File: src/rtl/pwm_pkg.sv
// Shared PWM types and timebase helpers.
// Optional PWM_POLARITY_EN adds per-channel output polarity.
package pwm_pkg;

   typedef enum logic [1:0] {
      FRONT  = 2'b00,
      BACK   = 2'b01,
      CENTER = 2'b10
   } pwm_mode_t;

   // Clocks per duty step.
   function automatic int pwm_tps(
      input int clk_ns,
      input int per_ns,
      input int size
   );
      return per_ns / (clk_ns * (1 << size));
   endfunction

   function automatic bit pwm_tps_ok(
      input int clk_ns,
      input int per_ns,
      input int size
   );
      int unit;
      unit = clk_ns * (1 << size);
      return (unit > 0) && (per_ns >= unit) &&
             (per_ns % unit == 0);
   endfunction

endpackage

File: src/rtl/pwm_timebase.sv
// Prescaler and step counter for the PWM period.
// Emits the boundary flag and a registered period-start pulse.
module pwm_timebase #(
   parameter int TPS  = 125,
   parameter int SIZE = 3
) (
   input  logic            clk,
   input  logic            rst_n,
   input  logic            en,
   output logic [SIZE-1:0] step,
   output logic            bound,
   output logic            synch
);

   localparam int PW = (TPS > 1) ? $clog2(TPS) : 1;
   localparam logic [PW-1:0]   PMAX = PW'(TPS - 1);
   localparam logic [SIZE-1:0] SMAX = '1;

   logic [PW-1:0] pre;
   logic          pwrap;

   assign pwrap = (pre == PMAX);
   assign bound = en && pwrap && (step == SMAX);

   always_ff @(posedge clk) begin
      if (!rst_n || !en) begin
         pre   <= '0;
         step  <= '0;
         synch <= 1'b0;
      end else begin
         synch <= (pre == '0) && (step == '0);
         pre   <= pwrap ? '0 : pre + 1'b1;
         if (pwrap)
            step <= step + 1'b1;
      end
   end

endmodule

File: src/rtl/multi_pwm_generator.sv
// Multi-channel PWM with shadowed duty/mode per period.
// Define PWM_POLARITY_EN to add the Polarity input.
module multi_pwm_generator
   import pwm_pkg::*;
#(
   parameter int CLOCK_PERIOD_NS = 20,
   parameter int PWM_PERIOD_NS   = 20_000,
   parameter int SIZE            = 3,
   parameter int CHANNELS        = 4
) (
   input  logic                     Clock,
   input  logic                     Reset_n,
   input  logic                     Enable,
   input  logic                     Load,
   input  logic [CHANNELS*SIZE-1:0] Data,
   input  logic [1:0]               Mode,
`ifdef PWM_POLARITY_EN
   input  logic [CHANNELS-1:0]      Polarity,
`endif
   output logic [CHANNELS-1:0]      PWM,
   output logic                     Synch
);

   localparam int TPS =
      pwm_tps(CLOCK_PERIOD_NS, PWM_PERIOD_NS, SIZE);
   localparam logic [SIZE:0] FULL = (SIZE+1)'(1 << SIZE);

   if (!pwm_tps_ok(CLOCK_PERIOD_NS, PWM_PERIOD_NS, SIZE))
   begin : g_chk
      $fatal(1, "PWM period not a whole number of steps");
   end

   logic [CHANNELS*SIZE-1:0] pend_d, act_d, nxt_d;
   logic [1:0]               pend_m, act_m, nxt_m;
   logic [CHANNELS-1:0]      act_p, hits;
   logic [SIZE-1:0]          step;
   logic                     bound;

   assign nxt_d = Load ? Data : pend_d;
   assign nxt_m = Load ? Mode : pend_m;

   // Active copy tracks pending while idle, else only at the boundary.
   always_ff @(posedge Clock) begin
      if (!Reset_n) begin
         pend_d <= '0;
         act_d  <= '0;
         pend_m <= FRONT;
         act_m  <= FRONT;
      end else begin
         pend_d <= nxt_d;
         pend_m <= nxt_m;
         if (!Enable || bound) begin
            act_d <= nxt_d;
            act_m <= nxt_m;
         end
      end
   end

`ifdef PWM_POLARITY_EN
   logic [CHANNELS-1:0] pend_p, nxt_p;

   assign nxt_p = Load ? Polarity : pend_p;

   always_ff @(posedge Clock) begin
      if (!Reset_n) begin
         pend_p <= '0;
         act_p  <= '0;
      end else begin
         pend_p <= nxt_p;
         if (!Enable || bound)
            act_p <= nxt_p;
      end
   end
`else
   assign act_p = '0;
`endif

   pwm_timebase #(
      .TPS  (TPS),
      .SIZE (SIZE)
   ) u_timebase (
      .clk   (Clock),
      .rst_n (Reset_n),
      .en    (Enable),
      .step  (step),
      .bound (bound),
      .synch (Synch)
   );

   for (genvar k = 0; k < CHANNELS; k++) begin : g_ch
      logic [SIZE:0] d, s, off;
      logic          hit;

      assign d   = {1'b0, act_d[k*SIZE +: SIZE]};
      assign s   = {1'b0, step};
      assign off = (FULL - d) >> 1;

      always_comb begin
         hit = 1'b0;
         unique case (1'b1)
            (act_m == BACK):
               hit = (s >= FULL - d);
            (act_m == CENTER):
               hit = (s >= off) && (s < off + d);
            default:
               hit = (s < d);
         endcase
      end

      assign hits[k] = hit;
   end

   always_ff @(posedge Clock) begin
      if (!Reset_n || !Enable)
         PWM <= '0;
      else
         PWM <= hits ^ act_p;
   end

endmodule

File: config.mk
export PLATFORM = sky130hd
export DESIGN_NAME = multi_pwm_generator
export DESIGN_NICKNAME = d
export VERILOG_FILES = /design/src/rtl/pwm_pkg.sv /design/src/rtl/pwm_timebase.sv /design/src/rtl/multi_pwm_generator.sv
export SDC_FILE = /design/constraint.sdc
export NUM_CORES = 1
export LEC_CHECK = 0
export CAP_MARGIN = 40
export CORE_MARGIN = 3
export CORE_UTILIZATION = 60
export DETAILED_ROUTE_END_ITERATION = 8
export GPL_ROUTABILITY_DRIVEN = 0
export GPL_TIMING_DRIVEN = 0
export PLACE_DENSITY = 0.92
export SYNTH_ARGS = -nofsm -noshare
export SYNTH_HDL_FRONTEND = slang
export SYNTH_HIERARCHICAL = 1
export SYNTH_SLANG_ARGS = --single-unit
File: constraint.sdc
create_clock -name Clock -period 6.65 [get_ports Clock]
set_input_delay 1.6625 -clock Clock [delete_from_list [all_inputs] [get_ports Clock]]
set_output_delay 1.6625 -clock Clock [all_outputs]
set_load 0.02 [all_outputs]
* After elaboration in Yosys (flattened, before gate mapping)
Cells that the tools add are included.
Cells by class: magnitude comparators 16, mux-type cells 6, equality and inequality tests 4, reduce and logical (&&, ||, !) cells 14, $add $sub $neg 10
Operators with widths (count):
- $add A3 B3 Y4 | 4
- $ge A3 B4 Y1 | 4
- $lt A3 B4 Y1 | 4
- $sub A4 B3 Y4 const A | 4
- $ge A3 B3 Y1 | 4
- $lt A3 B3 Y1 | 4
- $mux W12 | 1
- $pmux W1 S2 | 4
- $add A7 B1 Y7 const B | 1
- $eq A7 B7 Y1 const B | 1
- $logic_and A1 B1 Y1 | 7
- $logic_not A7 Y1 | 1
- $add A3 B1 Y3 const B | 1
- $eq A3 B3 Y1 const B | 1
- $logic_not A3 Y1 | 1
- $eq A2 B1 Y1 const B | 1
- $eq A2 B2 Y1 const B | 1
- $logic_not A1 Y1 | 2
- $logic_or A1 B1 Y1 | 2
- $mux W2 | 1
- $reduce_or A2 Y1 | 1
Word-level totals: bits in registers 43, output and inout port bits 5, logic and storage cells 58

* Longest topological paths before layout
depth in word-level cells 5, depth in mapped cells 11, mapped depth without buffers 11

* Modules after synthesis
Netlist, hierarchy kept.
Modules (own cells, without submodules):
- multi_pwm_generator | area each 2576.2 µm², times used 1, cells an instance 279
- pwm_timebase | area each 515.5 µm², times used 1, cells an instance 60

* Worst setup path after synthesis
OpenSTA, ideal clock, no wires.
path kind input -> register, start point input Enable, end point register act_d[8], path buffers 2, stages on the path 6, required time 6534 ps, library setup time 116 ps, path slack 3926 ps, arrival 2607 ps, path through and3_1 nand2b_1 clkbuf_1 clkbuf_1 nand2_1 o211a_1
Between the ends: longest elaborated chain between the ends 3, elaborated cells on any way between the ends 4
RTL lines:
- from (decl) | RTL line multi_pwm_generator.sv:13 | input logic Enable,
- $logic_and A1 B1 Y1 (2 in series) | RTL line pwm_timebase.sv:23 | assign bound = en && pwrap && (step == SMAX);
- $logic_or A1 B1 Y1 * | RTL line multi_pwm_generator.sv:52 | if (!Enable || bound) begin
- to (signal assigned) | RTL line multi_pwm_generator.sv:53 | act_d <= nxt_d;
- to (decl) | RTL line multi_pwm_generator.sv:33 | logic [CHANNELS*SIZE-1:0] pend_d, act_d, nxt_d;
Every way passes the cells marked *; elsewhere a longest branch is shown, timed or not. A chain may end at the register's enable or synchronous reset.

* Final worst setup path
start point input Enable, end point register act_d[10]
Between the ends: longest elaborated chain between the ends 3, elaborated cells on any way between the ends 4
RTL lines:
- $logic_and A1 B1 Y1 (2 in series) | RTL line pwm_timebase.sv:23
- via bound | RTL line multi_pwm_generator.sv:37 | logic bound;
- $logic_or A1 B1 Y1 | RTL line multi_pwm_generator.sv:52
The timed path passes the listed nets, and every way through them passes these cells.

==> flow_metrics.env <==
export IMPL_status="finished clean"
export IMPL_worstMarginPinSlew_ns=0.860
export IMPL_rows=25
export IMPL_path_buf_inv=3
export IMPL_slew_violations=0
export IMPL_synth_area_leaders="dfxtp_1 (28%), ha_1 (24%), mux2i_1 (5.2%)"
export IMPL_path_common_cell="clkbuf_1"
export IMPL_path_cells="clkdlybuf4s50_1 > and3_1 > nand2b_1 > clkbuf_1 > clkbuf_1 > nand2_1 > o211a_1"
export IMPL_synthSimpleGateAreaFrac_pct=15.7
export IMPL_start_util_pct=63.8
export IMPL_crit_path_start_kind="input port"
export IMPL_synth_compound_area_share_pct=15.7
export IMPL_numCtsBuffers=5
export IMPL_end_kind="flop"
export IMPL_die_height_um=77.8
export IMPL_synth_largest_area_cell="dfxtp_1"
export IMPL_ys_seq_elements=43
export IMPL_final_setup_viol_count=0
export IMPL_hp_start="u_timebase/pre[0]"
export IMPL_finalHoldViolCount=0
export IMPL_final_common_cell="ha_1"
export IMPL_routed_via_count=2432
export IMPL_core_area_sq_um=4850
export IMPL_cts_hold_buffers=0
export IMPL_clk_path_buf_depth=2
export IMPL_cts_htree_levels=2
export IMPL_r2r_cells=10
export IMPL_worst_setup_path_type="input port to flop"
export IMPL_pre_cts_slack_ns=3.11
export IMPL_synth_top_area_share_pct=27.8
export IMPL_max_freq_ghz=0.306
export IMPL_cap_viol_max_count=0
export IMPL_synth_xor_area_share_pct=3.93
export IMPL_wl_per_cell_um=14.0
export IMPL_yosys_mux_area_fraction_pct=5.18
export IMPL_cts_sinks=43
export IMPL_yosysUniqueCellTypes=41
export IMPL_ant_nets=0
export IMPL_rsz0062_at_grt="no"
export IMPL_ys_warn_count=6
export IMPL_io_pins=23
export IMPL_max_vdd_ir_drop_mv=0.160
export IMPL_nets=447
export IMPL_syn_avg_cell_area_sq_um=9.12
export IMPL_critPathSlowestCell="clkdlybuf4s50_1"
export IMPL_grt_max_degree=20
export IMPL_dr_pass1_iters=4
export IMPL_drc=0
export IMPL_grt_pass1_vias=2582
export IMPL_max_slew_margin_pct=42.6
export IMPL_min_delay_path_class="flop to flop"
export IMPL_first_iter_violations=89
export IMPL_timing_rr_start="act_d[7]"
export IMPL_yosysSeqAreaShare_pct=27.8
export IMPL_fp_dieW_um=77.8
export IMPL_critPathRequiredTime_ns=6.84
export IMPL_synth_area_sq_um=3090
export IMPL_hold_path_endpoint="u_timebase/pre[0]"
export IMPL_syn_to_final_growth_pct=12.3
export IMPL_routed_wl_mm=6.08
export IMPL_finalSetupTns_ns=0
export IMPL_post_route_period_util_pct=49.2
export IMPL_synthAdderAreaFrac_pct=26.2
export IMPL_cp_max_fo=10
export IMPL_skew_ns=0.00881
export IMPL_grt_pass1_wl_mm=10.9
export IMPL_via_per_inst=5.59
export IMPL_numPortBuffers=21
export IMPL_max_stage_delay_ns=0.55
export IMPL_cts_setup_buffers=0
export IMPL_place_inst=427
export IMPL_clock_root_buffer="clkbuf_8"
export IMPL_synth_top_family_by_area="adder cells"
export IMPL_ctsResizeCount=0
export IMPL_cts_tree="done"
export IMPL_setup_ws_ns=3.38
export IMPL_period_minus_slack_ns=3.27
export IMPL_ys_async_sr_fraction_pct=0
export IMPL_hold_depth=1
export IMPL_crit_family="buffers and inverters"
export IMPL_antenna_found_initial=0
export IMPL_hpwl_mm=4.78
export IMPL_r2r_end="PWM[2]"
export IMPL_synth_edf_count=0
export IMPL_overflow=0
export IMPL_power_density_nw_per_um2=177
export IMPL_rrSetupSlack_ns=3.96
export IMPL_utilization_pct=71.6
export IMPL_synthFlopType="dfxtp_1"
export IMPL_worstSkewPairLatency_ns=0.29
export IMPL_placed_area_sq_um=3390
export IMPL_num_antenna_cells=0
export IMPL_drive_gt1_share_pct=3.26
export IMPL_track_usage_pct=21.7
export IMPL_syn_inst=339
export IMPL_final_cells=435
export IMPL_path_clk_slew_ns=0.08
export IMPL_fin_area_sq_um=3470
export IMPL_p_leak_nw=1.71
export IMPL_die_area_sq_um=6050
export IMPL_mostFrequentLayoutCells="ha_1 (60), dfxtp_1 (43), inv_1 (34)"
export IMPL_cp_arrival_ns=3.46
export IMPL_syn_nets=419
-- flip-flops by register name, indices dropped and copies added (netlist names) --
name              cells
u_timebase/pre        7
pend_d               12
pend_m                2
u_timebase/step       3
u_timebase/synch      1
act_m                 2
act_d                12
PWM                   4
-- worst register-to-register path, delay by kind of cell, from the launching register on --
kind	cells	cell delay (ns)
XOR/XNOR	1	0.19
adder cells (fa/ha/maj)	3	0.97
AO/OA/AOI/OAI	4	0.78
flip-flops	1	0.40
buffers and inverters	2	0.27
-- Yosys cell counts, types with 2 or more instances --
library cell  instances
xnor2_1               5
a221oi_1              3
nand2b_1             16
nor2b_1              21
a31oi_1               3
clkbuf_1              7
maj3_1                2
buf_2                 2
dfxtp_1              43
or3_1                 2
xor2_1                7
ha_1                 60
o21ai_0              13
nor3_1                2
nand3_1               6
inv_1                34
nor2_1               10
a211oi_1              2
o211a_1              14
fa_1                  2
mux2i_1              16
a21o_1               12
nand2_1              27
a21oi_1              12
nor4_1                2
-- cell families (layout without fill, tap and decap cells) --
logic type | Yosys count | in the layout
compound gates | 67 | 67
xor+xnor | 13 | 13
fa+ha+maj | 64 | 64
buf+inv | 44 | 73
flops | 43 | 43
mux | 16 | 16
simple gates | 92 | 92
-- stage by stage --
step	hold slack [ns]	power (mW)
2_1_floorplan	0.430	0.410
3_3_place_gp	0.442	0.446
3_5_place_dp	0.457	0.459
4_1_cts	0.476	0.620
5_1_grt	0.515	0.660
6_report	0.470	0.615
-- power breakdown --
part	total (mW)	switching (mW)	internal [mW]
Combinational	0.171	0.0874	0.0831
Sequential	0.282	0.0112	0.271
Clock	0.162	0.0890	0.0735
-- worst max path at each step --
stage | from | endpoint | slack [ns] | cells past startpoint
global route | Enable | act_d[10] | 3.24 | 7
CTS | Enable | act_d[10] | 3.41 | 7
floorplan | Enable | act_d[8] | 3.93 | 6
finish | Enable | act_d[10] | 3.38 | 7
detailed placement | Enable | act_d[10] | 3.11 | 7
global placement | Enable | act_d[10] | 3.16 | 7
-- final cells by class --
type	instances	area [sq um]
well taps	67	83.8
flip-flops and latches	43	861
fillers	363	1380
repair buffers	21	210
clock buffers	6	72.6
multi-input cells	252	2060
clock inverters	2	12.5
plain buffers	10	40.0
inverters	34	128
-- routing by layer --
metal	vias up	part of all wire, %	GRT usage (%)
met5	-	0	0
met4	0	1.8	8.01
met3	11	3.2	4.18
met2	38	51	39.9
met1	1151	44	24.4
li1	1232	-	-
Note: power is estimated with default switching activity, not from simulation.
